## src/rtl/hazard_stall_ctrl_if.sv

```systemverilog
// Pipeline-control bus for hazard_stall_ctrl.
// master: the pipeline side (drives hazard sources, receives stall/flush).
// slave : the hazard/stall controller itself.
interface hazard_stall_ctrl_if;
  logic [4:0]  Rs1D;
  logic [4:0]  Rs2D;
  logic        Rs1UsedD;
  logic        Rs2UsedD;
  logic [4:0]  RdE;
  logic        MemReadE;
  logic        PCSrcE;
  logic        MduReqE;
  logic        MduDone;
  logic        StallF;
  logic        StallD;
  logic        StallE;
  logic        FlushD;
  logic        FlushE;
  logic        FlushM;
  logic        MduTimeout;
  logic [31:0] StallCount;

  modport master (
    output Rs1D, Rs2D, Rs1UsedD, Rs2UsedD, RdE, MemReadE, PCSrcE, MduReqE, MduDone,
    input  StallF, StallD, StallE, FlushD, FlushE, FlushM, MduTimeout, StallCount
  );

  modport slave (
    input  Rs1D, Rs2D, Rs1UsedD, Rs2UsedD, RdE, MemReadE, PCSrcE, MduReqE, MduDone,
    output StallF, StallD, StallE, FlushD, FlushE, FlushM, MduTimeout, StallCount
  );
endinterface

```

## src/rtl/hazard_stall_ctrl.sv

```systemverilog
// Central stall/flush controller for the 5-stage RV32 core.
// Handles load-use hazards, EX redirects and multi-cycle MDU occupancy,
// with a watchdog that force-releases a hung MDU operation.
// Optional macro STALL_PERF_CNT_EN enables the saturating StallCount
// perf counter; when undefined StallCount is tied to zero.
module hazard_stall_ctrl #(
  parameter int MDU_TIMEOUT = 64,
  parameter int CNT_W       = 7
) (
  input  logic               clk,
  input  logic               reset,
  hazard_stall_ctrl_if.slave bus
);

  typedef enum logic [0:0] {
    RUN      = 1'b0,
    MDU_WAIT = 1'b1
  } state_t;

  localparam logic [CNT_W-1:0] CNT_LAST = CNT_W'(MDU_TIMEOUT - 1);
  localparam logic [CNT_W-1:0] CNT_ONE  = CNT_W'(1);

  state_t           state_r;
  logic [CNT_W-1:0] cnt_r;
  logic             timeout_r;

  logic mdu_hold_s;
  logic lu_s;
  logic stall_f_s;
  logic stall_d_s;
  logic stall_e_s;
  logic flush_d_s;
  logic flush_e_s;
  logic flush_m_s;

  // Hazard detection and prioritised stall/flush decode (zero-cycle latency).
  always_comb begin
    mdu_hold_s = bus.MduReqE && !bus.MduDone &&
                 ((state_r == MDU_WAIT) || ((state_r == RUN) && !bus.PCSrcE));
    lu_s       = bus.MemReadE && (bus.RdE != 5'd0) &&
                 ((bus.Rs1UsedD && (bus.RdE == bus.Rs1D)) ||
                  (bus.Rs2UsedD && (bus.RdE == bus.Rs2D)));
    stall_f_s  = 1'b0;
    stall_d_s  = 1'b0;
    stall_e_s  = 1'b0;
    flush_d_s  = 1'b0;
    flush_e_s  = 1'b0;
    flush_m_s  = 1'b0;
    if (reset) begin
      // All controls released while reset is asserted.
      stall_f_s = 1'b0;
    end else if (mdu_hold_s) begin
      stall_f_s = 1'b1;
      stall_d_s = 1'b1;
      stall_e_s = 1'b1;
      flush_m_s = 1'b1;
    end else if ((state_r == RUN) && bus.PCSrcE) begin
      // Redirect wins over load-use: the dependent instruction is discarded anyway.
      flush_d_s = 1'b1;
      flush_e_s = 1'b1;
    end else if ((state_r == RUN) && lu_s) begin
      stall_f_s = 1'b1;
      stall_d_s = 1'b1;
      flush_e_s = 1'b1;
    end else begin
      stall_f_s = 1'b0;
    end
  end

  // MDU sequencing FSM with watchdog counter and sticky timeout flag.
  always_ff @(posedge clk or posedge reset) begin
    if (reset) begin
      state_r   <= RUN;
      cnt_r     <= '0;
      timeout_r <= 1'b0;
    end else begin
      case (state_r)
        RUN: begin
          if (mdu_hold_s) begin
            state_r <= MDU_WAIT;
            cnt_r   <= CNT_ONE;
          end else begin
            state_r <= RUN;
          end
        end
        MDU_WAIT: begin
          if (bus.MduDone) begin
            // Stalls are already low this cycle, so the op retires on this edge.
            state_r <= RUN;
            cnt_r   <= '0;
          end else if (cnt_r == CNT_LAST) begin
            state_r   <= RUN;
            cnt_r     <= '0;
            timeout_r <= 1'b1;
          end else begin
            cnt_r <= cnt_r + CNT_ONE;
          end
        end
        default: begin
          state_r <= RUN;
          cnt_r   <= '0;
        end
      endcase
    end
  end

`ifdef STALL_PERF_CNT_EN
  logic [31:0] stall_count_r;

  // Saturating count of cycles in which the front end was held.
  always_ff @(posedge clk or posedge reset) begin
    if (reset) begin
      stall_count_r <= 32'd0;
    end else if (stall_f_s && (stall_count_r != 32'hFFFF_FFFF)) begin
      stall_count_r <= stall_count_r + 32'd1;
    end else begin
      stall_count_r <= stall_count_r;
    end
  end

  assign bus.StallCount = stall_count_r;
`else
  assign bus.StallCount = 32'd0;
`endif

  assign bus.StallF     = stall_f_s;
  assign bus.StallD     = stall_d_s;
  assign bus.StallE     = stall_e_s;
  assign bus.FlushD     = flush_d_s;
  assign bus.FlushE     = flush_e_s;
  assign bus.FlushM     = flush_m_s;
  assign bus.MduTimeout = timeout_r;

endmodule

```

## src/flat_wrapper.sv

```systemverilog
// flat-port wrapper written by rule: the top's interface ports become plain ports
module hazard_stall_ctrl_flat 
#(
  parameter int MDU_TIMEOUT = 64,
  parameter int CNT_W       = 7
)
  (clk, reset, bus_Rs1D, bus_Rs2D, bus_Rs1UsedD, bus_Rs2UsedD, bus_RdE, bus_MemReadE, bus_PCSrcE, bus_MduReqE, bus_MduDone, bus_StallF, bus_StallD, bus_StallE, bus_FlushD, bus_FlushE, bus_FlushM, bus_MduTimeout, bus_StallCount);
  hazard_stall_ctrl_if bus_i ();
  input  logic clk;
  input  logic reset;
  input wire logic [$bits(bus_i.Rs1D)-1:0] bus_Rs1D;
  input wire logic [$bits(bus_i.Rs2D)-1:0] bus_Rs2D;
  input wire logic [$bits(bus_i.Rs1UsedD)-1:0] bus_Rs1UsedD;
  input wire logic [$bits(bus_i.Rs2UsedD)-1:0] bus_Rs2UsedD;
  input wire logic [$bits(bus_i.RdE)-1:0] bus_RdE;
  input wire logic [$bits(bus_i.MemReadE)-1:0] bus_MemReadE;
  input wire logic [$bits(bus_i.PCSrcE)-1:0] bus_PCSrcE;
  input wire logic [$bits(bus_i.MduReqE)-1:0] bus_MduReqE;
  input wire logic [$bits(bus_i.MduDone)-1:0] bus_MduDone;
  output wire logic [$bits(bus_i.StallF)-1:0] bus_StallF;
  output wire logic [$bits(bus_i.StallD)-1:0] bus_StallD;
  output wire logic [$bits(bus_i.StallE)-1:0] bus_StallE;
  output wire logic [$bits(bus_i.FlushD)-1:0] bus_FlushD;
  output wire logic [$bits(bus_i.FlushE)-1:0] bus_FlushE;
  output wire logic [$bits(bus_i.FlushM)-1:0] bus_FlushM;
  output wire logic [$bits(bus_i.MduTimeout)-1:0] bus_MduTimeout;
  output wire logic [$bits(bus_i.StallCount)-1:0] bus_StallCount;
  assign bus_i.Rs1D = bus_Rs1D;
  assign bus_i.Rs2D = bus_Rs2D;
  assign bus_i.Rs1UsedD = bus_Rs1UsedD;
  assign bus_i.Rs2UsedD = bus_Rs2UsedD;
  assign bus_i.RdE = bus_RdE;
  assign bus_i.MemReadE = bus_MemReadE;
  assign bus_i.PCSrcE = bus_PCSrcE;
  assign bus_i.MduReqE = bus_MduReqE;
  assign bus_i.MduDone = bus_MduDone;
  assign bus_StallF = bus_i.StallF;
  assign bus_StallD = bus_i.StallD;
  assign bus_StallE = bus_i.StallE;
  assign bus_FlushD = bus_i.FlushD;
  assign bus_FlushE = bus_i.FlushE;
  assign bus_FlushM = bus_i.FlushM;
  assign bus_MduTimeout = bus_i.MduTimeout;
  assign bus_StallCount = bus_i.StallCount;
  hazard_stall_ctrl #(.MDU_TIMEOUT(MDU_TIMEOUT), .CNT_W(CNT_W)) u_core (.clk(clk), .reset(reset), .bus(bus_i));
endmodule
```

## config.mk

```make
export PLATFORM = sky130hd
export DESIGN_NAME = hazard_stall_ctrl_flat
export DESIGN_NICKNAME = d
export VERILOG_FILES = /design/src/rtl/hazard_stall_ctrl_if.sv /design/src/rtl/hazard_stall_ctrl.sv /design/src/flat_wrapper.sv
export SDC_FILE = /design/constraint.sdc
export NUM_CORES = 1
export LEC_CHECK = 0
export BUFFER_PORTS_ARGS = -buffer_cell sky130_fd_sc_hd__buf_4
export CAP_MARGIN = 10
export CORE_MARGIN = 4
export CORE_UTILIZATION = 37
export CTS_BUF_LIST = sky130_fd_sc_hd__clkbuf_8
export DETAILED_ROUTE_END_ITERATION = 8
export MAX_ROUTING_LAYER = met4
export PLACE_DENSITY = 0.71
export SYNTH_ARGS = -nofsm -noshare
export SYNTH_HDL_FRONTEND = slang
export SYNTH_SLANG_ARGS = --single-unit
```

## constraint.sdc

```tcl
create_clock -name clk -period 3.4 [get_ports clk]
set_clock_uncertainty 0.05 [all_clocks]
set_input_delay 0.17 -clock clk [delete_from_list [all_inputs] [get_ports clk]]
set_output_delay 0.17 -clock clk [all_outputs]
set_load 0.05 [all_outputs]
```

==> out/qor.yml, run 1 <==
p_switching_mw: 0.177
max_freq_ghz: 0.556
wirelength_um: 1850
syn_to_final_growth_pct: 18.9
synth_warnings: 0
setup-violations-final: 0
cts_setup_buffers: 0
die_y_um: 57.2
cp-endpoint: "bus_StallF"
fin_util_pct: 47.2
cp.depth: 5
synth_seq_cells: 9
boundaryPins: 62
hold_viol: 0
fin_crit_sh_pct: 52.9
grt_usage_pct: 11.0
first_global_vias: 653
io_buffer_count: 29
clock-root-buffer: "clkbuf_8"
worst_r2r_path_depth: 5
antenna_found_initial: 0
met2_usage_pct: 16.8
clkSinkCount: 9
intPower_mw: 0.234
multi_input_area_um2: 517
num_vias: 735
ant_nets: 0
seqPwrFrac_pct: 30.0
seq_area_frac_synth_pct: 25.1
grt-busiest-layer: "met2"
syn_area_um2: 896
n_antenna_cell: 0
rows: 17
grt_pass1_wl_um: 2750
r2r_end: "u_core.cnt_r[3]"
final_cells: 167
clk_path_buf_depth: 2
globalRouteMet1Util_pct: 11.8
syn_avg_cell_area_um2: 8.29
fill_cells: 236
gp_congestion: 0.950
power.leakage_nw: 0.558
place_hpwl_um: 1560
rsz0062_at_grt: "false"
cts_buffers: 3
path_clk_slew_ns: 0.05
maxCapViolations: 0
htree_levels: 1
cts_tree: "done"
slowest_delay_ns: 0.54
hold_path_startpoint: "bus_PCSrcE"
r2r_slack_ns: 1.93
core_mm2: 0.00225
via_per_inst: 4.40
grt_overflow: 0
cp_data_arrival_time_ns: 1.58
critPathTopFamily: "buffers and inverters"
dp_cells: 162
cp-end-kind: "output port"
start_util_pct: 39.7
post_cts_resize_count: 0
hold_class: "in2reg"
slew_violations: 0
die_w_um: 57.2
critical_path.n_buffers_inverters: 3
cp_common_cell: "buf_4"
setup_tns_ns: 0
p_per_area_mw_per_mm2: 386
path_cells: "dlygate4sd3_1 > buf_4 > nor3_1 > o21bai_1 > buf_4"
finalCriticalPeriod_ns: 1.80
peakVddDrop_mv: 0.317
critPathLaunch: "reset"
finalNetCount: 164
p_clk_share_pct: 30.7
clock_latency_ns: 0.24
p_comb_share_pct: 39.3
crit_type: "in2out"
regArea_um2: 225
outcome: "finished, final reports clean"
drive_above_1_share_pct: 25.2
crit_slowest_cell: "dlygate4sd3_1"
cp_max_fo: 3
drt_first_pass_iters: 3
swShare_pct: 43.0
grt_start_max_net_pins: 10
die-area_mm2: 0.00327
critical_path.startpoint_type: "input port"
r2r-start: "u_core.cnt_r[0]"
met3_usage_pct: 4.30
yosysUniqueCellTypes: 34
routedWlPerCell_um: 11.1
drt_iter0_markers: 8
worst_ep_required_time_ns: 3.18
ctsHoldBuffers: 1
syn_inst: 108
drc: 0
[layout make-up]
type                    instances  area share [%]
inverters                       4            1.41
flip-flops and latches          9            21.2
clock inverters                 1           0.353
repair buffers                 30            21.4
well taps                      28            3.29
multi-input cells              92            48.5
clock buffers                   3            3.88
[cells in the final DEF, fill, tap and decap left out]
cell type,netlist,layout
a21oi_1,2,2
o21ai_1,1,1
a32oi_1,1,1
nor4_2,1,1
o21ai_0,5,5
nor3_1,2,2
nand2_1,5,5
o22ai_1,1,1
o31ai_1,3,3
dfrtp_1,9,9
and2_1,2,2
nor2_1,5,5
a21o_1,2,2
dlygate4sd3_1,0,1
nand3_1,2,2
clkbuf_8,0,3
nor4_1,1,1
o21bai_1,2,2
nor3b_1,1,1
o21ai_2,1,1
nor2b_1,1,1
ha_1,1,1
nand2b_2,1,1
xor2_1,8,8
nand4_1,2,2
or3_1,2,2
and2b_1,1,1
o21a_1,1,1
buf_4,34,29
inv_1,4,5
conb_1,1,32
or2b_1,1,1
xnor2_1,2,2
and2_0,1,1
nand4b_1,1,1
nand2b_1,1,1
[metrics by stage]
stage                     cell area (µm²)  worst slack, ns  hold WS [ns]  power, mW
after global routing                 1060             1.52         0.105      0.428
after detailed placement             1010             1.86         0.129      0.285
after CTS                            1060             1.60        0.0882      0.413
after floorplan                      1010            0.516       -0.0521      0.277
final                                1060             1.60        0.0909      0.411
after global placement               1010             1.87         0.121      0.283
[logic make-up after synthesis]
logic type	share of synthesized area (%)
AND/OR/NAND/NOR	19.3
XOR/XNOR	9.78
adder cells (fa/ha/maj)	1.40
flip-flops	25.1
AO/OA/AOI/OAI	13.8
other	0.419
buffers and inverters	30.2
[metal layers]
layer / vias up / part of all wire [%]
li1: 358 / -
met1: 329 / 38
met2: 42 / 46
met3: 6 / 13
met4: 0 / 3.0
met5: - / 0
[power groups by stage]
stage | registers, mW | logic, mW | clock network (mW)
after floorplan | 0.123 | 0.154 | 0
after global placement | 0.124 | 0.159 | 0
after detailed placement | 0.125 | 0.160 | 0
after CTS | 0.123 | 0.161 | 0.128
after global routing | 0.124 | 0.172 | 0.131
final | 0.123 | 0.162 | 0.126
[synth_stat cells]
library cell / n / share of area [%]
buf_4: 34 / 28
dfrtp_1: 9 / 25
xor2_1: 8 / 7.8
nand2_1: 5 / 2.1
nor2_1: 5 / 2.1
o21ai_0: 5 / 2.8
inv_1: 4 / 1.7
o31ai_1: 3 / 2.5
a21o_1: 2 / 1.7
a21oi_1: 2 / 1.1
and2_1: 2 / 1.4
nand3_1: 2 / 1.1
nand4_1: 2 / 1.4
nor3_1: 2 / 1.1
o21bai_1: 2 / 1.7
or3_1: 2 / 1.4
xnor2_1: 2 / 2.0
a32oi_1: 1 / 0.98
and2_0: 1 / 0.70
and2b_1: 1 / 0.84
conb_1: 1 / 0.42
ha_1: 1 / 1.4
nand2b_1: 1 / 0.70
nand2b_2: 1 / 0.98
nand4b_1: 1 / 0.98
nor2b_1: 1 / 0.70
nor3b_1: 1 / 0.84
nor4_1: 1 / 0.70
nor4_2: 1 / 1.4
o21a_1: 1 / 0.84
o21ai_1: 1 / 0.56
o21ai_2: 1 / 0.98
o22ai_1: 1 / 0.70
or2b_1: 1 / 0.84
[how the worst min path moves through the flow]
stage	to	slack, ns	cells past startpoint
6_report	u_core.state_r	0.09	2
5_1_grt	u_core.state_r	0.11	2
4_1_cts	u_core.state_r	0.09	2
3_5_place_dp	u_core.state_r	0.13	2
3_3_place_gp	u_core.state_r	0.12	2
2_1_floorplan	u_core.bus.MduTimeout	-0.05	1
[sequential cells by signal (all words and copies together), names as in the netlist]
register,cells
u_core.cnt_r,7
u_core.bus.MduTimeout,1
u_core.state_r,1
Power figures use the tool's default switching activity.
==> inputs of run 2 (changes only) <==
--- a/config.mk
+++ b/config.mk
@@ -5,6 +5,7 @@
 export SDC_FILE = /design/constraint.sdc
 export NUM_CORES = 1
 export LEC_CHECK = 0
+export ABC_AREA = 1
 export BUFFER_PORTS_ARGS = -buffer_cell sky130_fd_sc_hd__buf_4
 export CAP_MARGIN = 10
 export CORE_MARGIN = 4
@@ -12,7 +13,7 @@
 export CTS_BUF_LIST = sky130_fd_sc_hd__clkbuf_8
 export DETAILED_ROUTE_END_ITERATION = 8
 export MAX_ROUTING_LAYER = met4
-export PLACE_DENSITY = 0.71
+export PLACE_DENSITY = 0.68
 export SYNTH_ARGS = -nofsm -noshare
 export SYNTH_HDL_FRONTEND = slang
 export SYNTH_SLANG_ARGS = --single-unit
==> constraint.sdc (replaced) <==
create_clock -name clk -period 1.78 [get_ports clk]
set_clock_uncertainty 0.05 [all_clocks]
set_input_delay 0.089 -clock clk [delete_from_list [all_inputs] [get_ports clk]]
set_output_delay 0.089 -clock clk [all_outputs]
set_load 0.05 [all_outputs]
==> run 2 against run 1 <==
Effect of this change: global-route usage grew 0.94 points; worst hold slack improved by 0.055 ns; clock power rose by 79%; die area grew 12%; worst setup slack got worse by 1.3 ns; sequential power grew 100%; total power increased by 100%; critical path depth up 2; flip-flop and latch count is the same; non-clock buffer count stayed put; largest power group unchanged; highest routed layer unchanged.
==> out/qor.yml, run 2 <==
synthArstFlopShare_pct: 100
syn_area_mm2: 0.00102
setup-violations-final: 0
place_hpwl_um: 1750
cp_data_arrival_time_ns: 1.37
core_mm2: 0.00254
slew_violations: 0
via_per_inst: 4.05
synth_top_area_share_pct: 25.0
die_w_um: 60.5
max_freq_ghz: 0.662
p_per_area_mw_per_mm2: 687
cts_buffers: 3
fin_crit_sh_pct: 84.8
num_vias: 903
maxCapViolations: 0
first_global_vias: 760
regArea_um2: 225
largest_reg_flops: 7
peakVddDrop_mv: 0.386
slowest_delay_ns: 0.40
io_buffer_count: 29
worst_ep_required_time_ns: 1.64
die_y_um: 60.5
grt_start_max_net_pins: 10
clk_path_buf_depth: 2
hold_class: "in2reg"
wirelength_um: 2060
layout_commonest_cell: "nand2_1"
grt_overflow: 0
start_util_pct: 40.1
hold_viol: 0
finalNetCount: 218
fill_cells: 268
routedWlPerCell_um: 9.22
dp_cells: 218
seq_area_frac_synth_pct: 22.1
yosys-top-cells-count: "nand2_1, buf_4, inv_1, nor2_1"
layout_common_cells: "nand2_1, conb_1, buf_4"
yosysMostFrequentCell: "nand2_1"
rsz0062_at_grt: "false"
syn_avg_cell_area_um2: 6.30
layout_setup_ws_ns: 0.270
n_antenna_cell: 0
cp-end-kind: "output port"
path_clk_slew_ns: 0.04
finalPower_mw: 0.826
finalCriticalPeriod_ns: 1.51
cts_tree: "done"
path_cells: "inv_2 > nand2_4 > nand3_4 > nor2_4 > inv_1 > nand2_1 > buf_4"
synth_seq_cells: 9
clock-root-buffer: "clkbuf_8"
setup_tns_ns: 0
grt_pass1_wl_um: 3180
drt_iter0_markers: 22
crit_slowest_cell: "dfrtp_1"
yosys.area.top_type: "buf_4"
drc: 0
synth_warnings: 0
crit_type: "reg2out"
ant_nets: 0
syn_to_final_growth_pct: 17.8
top_register: "u_core.cnt_r"
cp_max_fo: 6
boundaryPins: 62
power.leakage_nw: 0.775
clock_latency_ns: 0.23
grt_usage_pct: 11.9
syn_inst: 162
synth_ff_type: "dfrtp_1"
synth-edff-count: 0
yosysUniqueCellTypes: 21
clkSinkCount: 9
multi_input_area_um2: 558
post_cts_resize_count: 0
yosys-top-cells-area: "buf_4, dfrtp_1, nand2_1, inv_1, nor2_1"
htree_levels: 1
drive_above_1_share_pct: 20.7
outcome: "finished, final reports clean"
rows: 18
critical_path.startpoint_type: "flop"
gp_congestion: 0.845
cts_setup_buffers: 0
die-area_mm2: 0.00366
dp_slack_ns: 0.404
drt_first_pass_iters: 4
antenna_found_initial: 0
final_cells: 223
## run 2: cell types whose count changed after synthesis, sizes merged, moves of 3 or more
cell   previous run  this run
o31ai             3         0
xor2              8         2
inv               4        28
nand3             2        11
nand2             5        45
and2              3         0
nor2              5        18
## run 2: through the flow
stage | util [%] | hold WS [ns] | area [µm²]
final | 47.2 | 0.146 | 1200
after global routing | 47.2 | 0.156 | 1200
after CTS | 47.2 | 0.147 | 1200
after detailed placement | 45.1 | 0.0683 | 1150
after global placement | 45.1 | 0.0680 | 1150
after floorplan | - | -0.133 | 1150
## run 2: critical path: cells and delay by family (launching register included)
| family | cells | cell delay, ns |
|---|---|---|
| AND/OR/NAND/NOR | 4 | 0.40 |
| flip-flops | 1 | 0.40 |
| buffers and inverters | 3 | 0.35 |
## run 2: cell families after synthesis
kind of cell | count (synthesis) | share of synthesized area (%)
adder cells (fa/ha/maj) | 1 | 1.23
flip-flops | 9 | 22.1
AND/OR/NAND/NOR | 77 | 33.6
AO/OA/AOI/OAI | 9 | 5.39
other | 1 | 0.367
buffers and inverters | 63 | 35.7
XOR/XNOR | 2 | 1.72
## run 2: area by class of cell
class,instances,area share (%)
well taps,30,3.12
flip-flops and latches,9,18.7
multi-input cells,121,46.4
inverters,29,9.05
clock inverters,1,0.312
repair buffers,30,18.9
clock buffers,3,3.43
## run 2: final timing paths
| kind | from | end | slack, ns | cells after the start |
|---|---|---|---|---|
| setup / recovery | u_core.state_r | bus_StallF | 0.27 | 7 |
| hold / removal | bus_MduDone | u_core.cnt_r[6] | 0.15 | 4 |
| setup reg to reg | u_core.cnt_r[0] | u_core.cnt_r[2] | 0.37 | 8 |
| hold reg to reg | u_core.bus.MduTimeout | u_core.bus.MduTimeout | 0.42 | 1 |
| max in group asynchronous | reset | u_core.cnt_r[1] | 1.05 | 3 |
| min in group asynchronous | reset | u_core.state_r | 0.38 | 3 |
## run 2: repair_timing
item | CTS | global route
hold endpoints to repair | 9 | 0
setup endpoints to repair | 0 | 0
hold buffers | 1 | 0
## run 2: layer usage
layer  part of all wire [%]  global-route usage [%]  vias up
met5                      0                       -        -
met4                   0.39                    3.72        0
met3                     11                    2.13        2
met2                     46                    19.4       44
met1                     43                    15.0      372
li1                       -                       -      485
## run 2: report_power, final
group / switching [mW] / internal, mW
clock: 0.0764 / 0.150
sequential: 0.0238 / 0.225
combinational: 0.265 / 0.0856
